--- src/rtl/seq_detect_param.sv ---
// Parameterised serial pattern detector: Mealy match output, registered copy,
// saturating match counter, and overlap / non-overlap detection modes.
module seq_detect_param #(
    parameter int unsigned          PAT_W   = 4,
    parameter logic [PAT_W-1:0]     PATTERN = PAT_W'(4'b1011),
    parameter int unsigned          CNT_W   = 8
) (
    input  logic                      clk,
    input  logic                      res,
    input  logic                      en,
    input  logic                      a,
    input  logic                      overlap,
    input  logic                      clr_cnt,
    output logic                      y,
    output logic                      y_reg,
    output logic [CNT_W-1:0]          match_cnt,
    output logic [$clog2(PAT_W)-1:0]  state
);

    localparam int unsigned SW = $clog2(PAT_W);
    localparam int unsigned NS = 1 << SW;
    localparam logic [CNT_W-1:0] CNT_MAX = '1;

    // Pattern bit i in arrival order (i = 0 is the first bit received).
    function automatic logic pat_bit(input int unsigned i);
        logic [PAT_W-1:0] t;
        t = PATTERN >> (PAT_W - 1 - i);
        return t[0];
    endfunction

    // Longest proper prefix of PATTERN that is a suffix of (prefix of length s, then b).
    // For the completing bit this is the pattern's own border, i.e. the overlap fallback.
    function automatic int unsigned next_len(input int unsigned s, input logic b);
        int unsigned best;
        logic        ok;
        logic        c;
        best = 0;
        if (s < PAT_W) begin
            for (int unsigned k = 1; k < PAT_W; k++) begin
                if (k <= s + 1) begin
                    ok = 1'b1;
                    for (int unsigned i = 0; i < k; i++) begin
                        c = ((s + 1 - k + i) == s) ? b : pat_bit(s + 1 - k + i);
                        if (c != pat_bit(i)) ok = 1'b0;
                    end
                    if (ok) best = k;
                end
            end
        end
        return best;
    endfunction

    logic [SW-1:0] nxt0 [NS];
    logic [SW-1:0] nxt1 [NS];
    logic [SW-1:0] state_nxt;

    // Elaboration-time transition table indexed by current state, one per input bit value.
    for (genvar g = 0; g < NS; g++) begin : g_tab
        localparam int unsigned N0 = next_len(g, 1'b0);
        localparam int unsigned N1 = next_len(g, 1'b1);
        assign nxt0[g] = SW'(N0);
        assign nxt1[g] = SW'(N1);
    end

    // Mealy match and next-state selection; overlap only matters on the completing bit.
    always_comb begin
        state_nxt = state;
        y         = 1'b0;
        if (res && en) begin
            y = (state == SW'(PAT_W - 1)) && (a == PATTERN[0]);
            if (y && !overlap) state_nxt = '0;
            else               state_nxt = a ? nxt1[state] : nxt0[state];
        end
    end

    // Match-progress state and registered match flag.
    always_ff @(posedge clk or negedge res) begin
        if (!res) begin
            state <= '0;
            y_reg <= 1'b0;
        end else begin
            state <= state_nxt;
            y_reg <= y;
        end
    end

    // Saturating match counter; clear wins over increment.
    always_ff @(posedge clk or negedge res) begin
        if (!res) begin
            match_cnt <= '0;
        end else if (clr_cnt) begin
            match_cnt <= '0;
        end else if (y && (match_cnt != CNT_MAX)) begin
            match_cnt <= match_cnt + CNT_W'(1);
        end
    end

endmodule

--- config.mk ---
export PLATFORM = sky130hd
export DESIGN_NAME = seq_detect_param
export DESIGN_NICKNAME = d
export VERILOG_FILES = /design/src/rtl/seq_detect_param.sv
export SDC_FILE = /design/constraint.sdc
export NUM_CORES = 1
export LEC_CHECK = 0
export ABC_AREA = 1
export CELL_PAD_IN_SITES_DETAIL_PLACEMENT = 1
export CELL_PAD_IN_SITES_GLOBAL_PLACEMENT = 2
export CORE_AREA = 2 2 54 56
export CTS_CLUSTER_SIZE = 30
export DETAILED_ROUTE_END_ITERATION = 16
export DIE_AREA = 0 0 56 58
export PLACE_DENSITY = 0.72
export SLEW_MARGIN = 25
export SYNTH_ARGS = -nofsm -noshare
export SYNTH_HDL_FRONTEND = slang
export SYNTH_SLANG_ARGS = --single-unit
--- constraint.sdc ---
create_clock -name clk -period 1.3 [get_ports clk]
set_input_delay 0.26 -clock clk [delete_from_list [all_inputs] [get_ports clk]]
set_output_delay 0.26 -clock clk [all_outputs]
set_load 0.02 [all_outputs]
==> results of run 1 <==
==> through the flow <==
step	setup WS, ns	power, W
floorplan	0.00708	0.000419
global placement	-0.512	0.000508
detailed placement	-0.557	0.000511
CTS	0.00286	0.000747
global route	-0.0136	0.000775
finish	0.0412	0.000737
==> cells in the final DEF, fill, tap and decap left out <==
cell type / synthesis / final
a21o_1: 1 / 1
a21oi_1: 2 / 2
buf_12: 0 / 1
buf_2: 1 / 2
buf_4: 0 / 18
buf_6: 0 / 1
clkbuf_1: 0 / 1
clkbuf_2: 0 / 1
clkbuf_4: 0 / 3
clkdlybuf4s15_1: 0 / 5
clkdlybuf4s50_1: 0 / 2
clkinv_1: 2 / 1
dfrtp_1: 11 / 9
dfrtp_2: 0 / 2
dlygate4sd2_1: 0 / 5
dlymetal6s2s_1: 0 / 1
ha_4: 0 / 1
inv_1: 9 / 8
inv_2: 0 / 1
inv_4: 1 / 1
inv_6: 0 / 1
nand2_1: 22 / 20
nand2_2: 1 / 2
nand2_4: 2 / 4
nand2_8: 1 / 1
nand3_1: 13 / 13
nand3_2: 3 / 3
nand4_1: 1 / 1
nor2_1: 7 / 6
nor2_4: 2 / 3
nor3_1: 1 / 1
o211ai_1: 1 / 1
o21ai_1: 1 / 1
o22ai_1: 1 / 1
xor2_1: 1 / 1
==> timing repair <==
item,CTS,global route
pin swaps,1,6
hold endpoints to repair,0,0
hold buffers,0,0
endpoints found under the setup margin,19,15
cloned,0,1
buffers inserted,1,6
gates resized for setup,31,13
==> power by group <==
group	switching, W	internal, W	total [W]
Combinational	0.0000705	0.0000616	0.000132
Clock	0.000125	0.000119	0.000244
Sequential	0.00000833	0.000353	0.000361
Total	0.000204	0.000533	0.000737
==> final timing paths <==
kind / end / slack (ns) / cells after the start
worst max-delay path: match_cnt[1] / 0.04 / 1
worst min-delay path: match_cnt[0] / 0.10 / 2
worst max register to register: match_cnt[4] / 0.08 / 8
worst min register to register: match_cnt[7] / 0.56 / 2
max in group asynchronous: match_cnt[1] / 1.03 / 2
min in group clk: state[1] / 0.48 / 3
==> routing by layer <==
metal | track usage | wire, um | vias to the layer above
met5 | 0 | 0 | -
met1 | 0.163 | 861 | 353
met3 | 0.0201 | 40 | 2
met2 | 0.220 | 1010 | 7
li1 | - | - | 356
met4 | 0.0612 | 19 | 0
==> kinds of logic after synthesis <==
family	synth area share
flip-flops	0.410
adder cells (fa/ha/maj)	0.0186
AO/OA/AOI/OAI	0.0540
XOR/XNOR	0.0130
buffers and inverters	0.0782
AND/OR/NAND/NOR	0.426
==> layout make-up <==
type | instances | area [um^2] | area share
multi-input combinational | 62 | 385 | 0.354
tap | 31 | 38.8 | 0.0356
clock buffer | 4 | 26.3 | 0.0241
timing repair buffer | 36 | 308 | 0.283
inverter | 12 | 52.6 | 0.0483
sequential | 11 | 278 | 0.255
==> out/metrics.cfg, run 1 <==
[sta]
setup_tns_ns=0
whs_ns=0.100
worstMarginPinSlew_ns=0.208
setup_violations=0
period_needed_ns=1.26
max_clock_freq_mhz=794
drv_slew=0
skew_ns=0.00313
timing_hold_violations_final=0
rsz0062_at_grt=yes
slew_headroom=0.862
finalCritPeriodShare=0.968

[synth]
synth_top_area_cell=dfrtp_1
synth_fp_nets=92
synth_top_flop_cell=dfrtp_1
avgSynthCellArea_um2=7.90
synth-edff-count=0
async_reset_ff_frac=1.00
synth_top_area_frac=0.410
synth_top_cells_by_area=dfrtp_1 (41%), nand2_1 (12%), nand3_1 (9.7%), inv_1 (5.0%), nand3_2 (4.5%)
synth.most_common_cell=nand2_1
synth-seq-cells=11
synthesis.area_um2=672
netlist_instances=85
synthTopCellsByCount=nand2_1 (22), nand3_1 (13), dfrtp_1 (11), inv_1 (9), nor2_1 (7)
yosys_warnings=0
ys_types=22
seq_area_frac_synth=0.410

[clocking]
htree_num_levels=1
cts_tree=done
root_buffer=clkbuf_4
clock_sinks=11
cts_buffers=3
clk_path_buf_depth=2
clk_latency_ns=0.27
clk_pin_slew_ns=0.08

[drt]
drtIter0Drc=9
first_pass_iters=2
totalWireLength_um=1930
drtAntennaViolNets=0
wl_per_cell_um=12.4
drc_errors=0
routed-via-count=718
routed_via_density=4.60

[pwr]
irDropWorstVdd_mv=0.355
power_density_mw_per_mm2=677
power.leakage_nw=0.584

[worst_setup_path]
timing.rr.start=match_cnt[0]
start_kind=flip-flop
startpoint=match_cnt[1]
cp.required_ns=1.04
crit_path_top_delay_cell=dfrtp_2
path_buf_inv=1
arrival_ns=1.00
crit_path_max_fanout=3
path_delay_family=flip-flops
cpPeakStageDelay_ns=0.44
crit_chain=clkdlybuf4s15_1
critPathKind=flip-flop to output port
endpoint_kind=output port

[global_routing]
antenna_found_initial=0
grt_pass1_vias=727
grt_max_degree=13
grt.overflow.total=0
grt_pass1_wl_um=3250
grt.total_usage=0.130

[cells_and_area]
layout.cells.non_filler=156
nets=133
fin_util=0.409
num_antenna_cells=0
fillers=339
syn2layout_area_growth_pct=62.0
largest_reg_flops=8
drive_above_1_share=0.360
stdcell_area_mm2=0.00109

[place]
io_buffers=17
dpl-instance-area_um2=981
dpl.cell_count=144
dp_hpwl_um=1440
gp_congestion=0.717

[floorplanning]
fp.dieH_um=58
fp-row-count=19
io_pins=18
die_w_um=56
die_area_mm2=0.00325
start_util=0.252
core_mm2=0.00266

[outcome]
outcome=completed

[job]
maxCapViolCount=0

[hold_path]
hold_path_class=input pin to asynchronous set/reset pin

Note: power is estimated with default switching activity, not from simulation.
==> inputs of run 2 (changes only) <==
--- a/config.mk
+++ b/config.mk
@@ -8,10 +8,11 @@
 export ABC_AREA = 1
 export CELL_PAD_IN_SITES_DETAIL_PLACEMENT = 1
 export CELL_PAD_IN_SITES_GLOBAL_PLACEMENT = 2
-export CORE_AREA = 2 2 54 56
+export CORE_AREA = 3 3 55 57
 export CTS_CLUSTER_SIZE = 30
 export DETAILED_ROUTE_END_ITERATION = 16
-export DIE_AREA = 0 0 56 58
+export DIE_AREA = 0 0 58 60
+export HOLD_SLACK_MARGIN = 0.05
 export PLACE_DENSITY = 0.72
 export SLEW_MARGIN = 25
 export SYNTH_ARGS = -nofsm -noshare
==> out/metrics.cfg, run 2 (synthesis results as in run 1) <==
[pwr]
p_clk_frac=0.327  ; -0.003
seqPwrFrac=0.494  ; +0.004
irDropWorstVdd_mv=0.412  ; +16%
intPower_w=0.000534  ; +0.12%
power_switching_w=0.000197  ; -3.0%
power_density_mw_per_mm2=705  ; +4.2%
power.leakage_nw=0.552  ; -5.5%
swShare=0.270  ; -0.00629
p_comb_frac=0.179  ; about the same

[worst_setup_path]
startpoint=match_cnt[0]
rr_worst_depth=6  ; -2
crit_path_top_delay_cell=dfrtp_2
timing.rr.end=match_cnt[6]
r2r_slack_ns=0.06  ; -0.02 ns
critPathKind=flip-flop to output port
crit_chain=clkdlybuf4s15_1
timing.rr.start=match_cnt[0]
endpoint_kind=output port
crit_path_max_fanout=5  ; +2
path_buf_inv=1  ; unchanged
cpPeakStageDelay_ns=0.45  ; about the same
arrival_ns=1.02  ; +0.02 ns
start_kind=flip-flop
path_delay_family=flip-flops
cp.required_ns=1.04  ; about the same
crit_path_end=match_cnt[0]
worst-path-stages=1  ; unchanged

[clocking]
clk_pin_slew_ns=0.08  ; about the same
cts_buffers=3  ; unchanged
cts_tree=done
holdBufCountCts=0  ; unchanged
clock_sinks=11  ; unchanged
clk_latency_ns=0.27  ; about the same
htree_num_levels=1  ; unchanged
clk_path_buf_depth=2  ; unchanged
root_buffer=clkbuf_4

[cells_and_area]
largest_reg_flops=8  ; unchanged
num_antenna_cells=0  ; unchanged
seqCellArea_um2=278  ; unchanged
multi_input_area_um2=369  ; -4.2%
final_cell_mix=nand2_1 (20), nand3_1 (13), buf_4 (13)
syn2layout_area_growth_pct=54.4
mostFrequentLayoutCell=nand2_1
nets=127  ; -4.5%
fillers=322  ; -5.0%
fin_util=0.411  ; +0.00238
stdcell_area_mm2=0.00104  ; -4.7%
drive_above_1_share=0.311  ; -0.0491

[drt]
wl_per_cell_um=12.5  ; +1.1%
wl_met3_um=43  ; +7.5%
routed.top_layer=met4
totalWireLength_um=1860  ; -3.5%
met1_length_um=876  ; +1.7%
drtAntennaViolNets=0  ; unchanged
routed_via_density=4.60  ; -0.11%
first_pass_iters=2  ; unchanged
routed-via-count=685  ; -4.6%
wl_met2_um=911  ; -9.6%
drtIter0Drc=13  ; +4
drc_errors=0  ; unchanged

[floorplanning]
fp-row-count=18  ; -1
start_util=0.266  ; +0.0140
fp.dieH_um=60  ; +3.4%
die_area_mm2=0.00348  ; +7.1%
io_pins=18  ; unchanged
core_mm2=0.00252  ; -5.3%
die_w_um=58  ; +3.6%

[sta]
whs_ns=0.133  ; +0.0321 ns
setup_violations=0  ; unchanged
drv_slew=0  ; unchanged
skew_ns=0.00512  ; +0.00199 ns
max_clock_freq_mhz=784  ; -1.3%
slew_headroom=0.861  ; about the same
finalCritPeriodShare=0.982  ; +0.0132
worstMarginPinSlew_ns=0.209  ; +0.000962 ns
setup_ws_ns=0.0240  ; -0.0171 ns
rsz0062_at_grt=yes
period_needed_ns=1.28  ; +0.0171 ns
timing_hold_violations_final=0  ; unchanged

[place]
dp_hpwl_um=1480  ; +3.1%
gp_congestion=0.679  ; -5.3%
io_buffers=17  ; unchanged
post-place-ws_ns=-0.602  ; -0.0447 ns
dpl-instance-area_um2=987  ; +0.64%

[hold_path]
hold_path_class=input pin to asynchronous set/reset pin

[global_routing]
grt_pass1_wl_um=3280  ; +0.86%
grt.total_usage=0.127  ; -0.00257
grt.overflow.total=0  ; unchanged
grt_pass1_vias=725  ; -0.28%
antenna_found_initial=0  ; unchanged
grt_max_degree=13  ; unchanged

[outcome]
outcome=completed

[job]
maxCapViolCount=0  ; unchanged

## run 2: how the worst min path moves through the flow
stage                     depth (start not counted)  slack, ns      endpoint         start
after floorplan                                   0      -0.04  match_cnt[0]           res
after global placement                            2       0.54  match_cnt[7]  match_cnt[7]
after detailed placement                          2       0.56  match_cnt[7]  match_cnt[7]
after CTS                                         2       0.14  match_cnt[6]           res
after global routing                              2       0.15  match_cnt[2]           res
final                                             2       0.13  match_cnt[6]           res
## run 2: per-layer routing
metal | vias up | global-route usage
li1 | 338 | -
met1 | 334 | 0.168
met2 | 9 | 0.198
met3 | 4 | 0.0194
met4 | 0 | 0.0695
met5 | - | 0
## run 2: what timing repair did
| action | in CTS | in global routing |
|---|---|---|
| buffers inserted | 0 | 1 |
| endpoints found under the setup margin | 19 | 15 |
| pin swaps | 0 | 2 |
| gates resized for setup | 29 | 9 |
| cloned | 0 | 0 |
## run 2: area by class of cell
cell class	count	share of cell area
repair buffers	31	0.268
well taps	30	0.0362
clock buffers	4	0.0253
multi-input cells	61	0.356
inverters	12	0.0470
flip-flops and latches	11	0.268
## run 2: metrics by stage
step	power (W)	TNS [ns]	instances
3_5_place_dp	0.000510	-2.93	144
3_3_place_gp	0.000509	-2.86	144
4_1_cts	0.000746	-0.0638	148
5_1_grt	0.000779	-0.234	149
6_report	0.000732	0	149
2_1_floorplan	0.000419	0	85
## run 2: power by group through the flow
stage                     combinational, W  sequential, W  clock (W)
after CTS                         0.000132       0.000362   0.000253
after global placement            0.000140       0.000368          0
after detailed placement          0.000142       0.000368          0
after global routing              0.000144       0.000364   0.000272
final                             0.000131       0.000361   0.000239
after floorplan                  0.0000348       0.000384          0
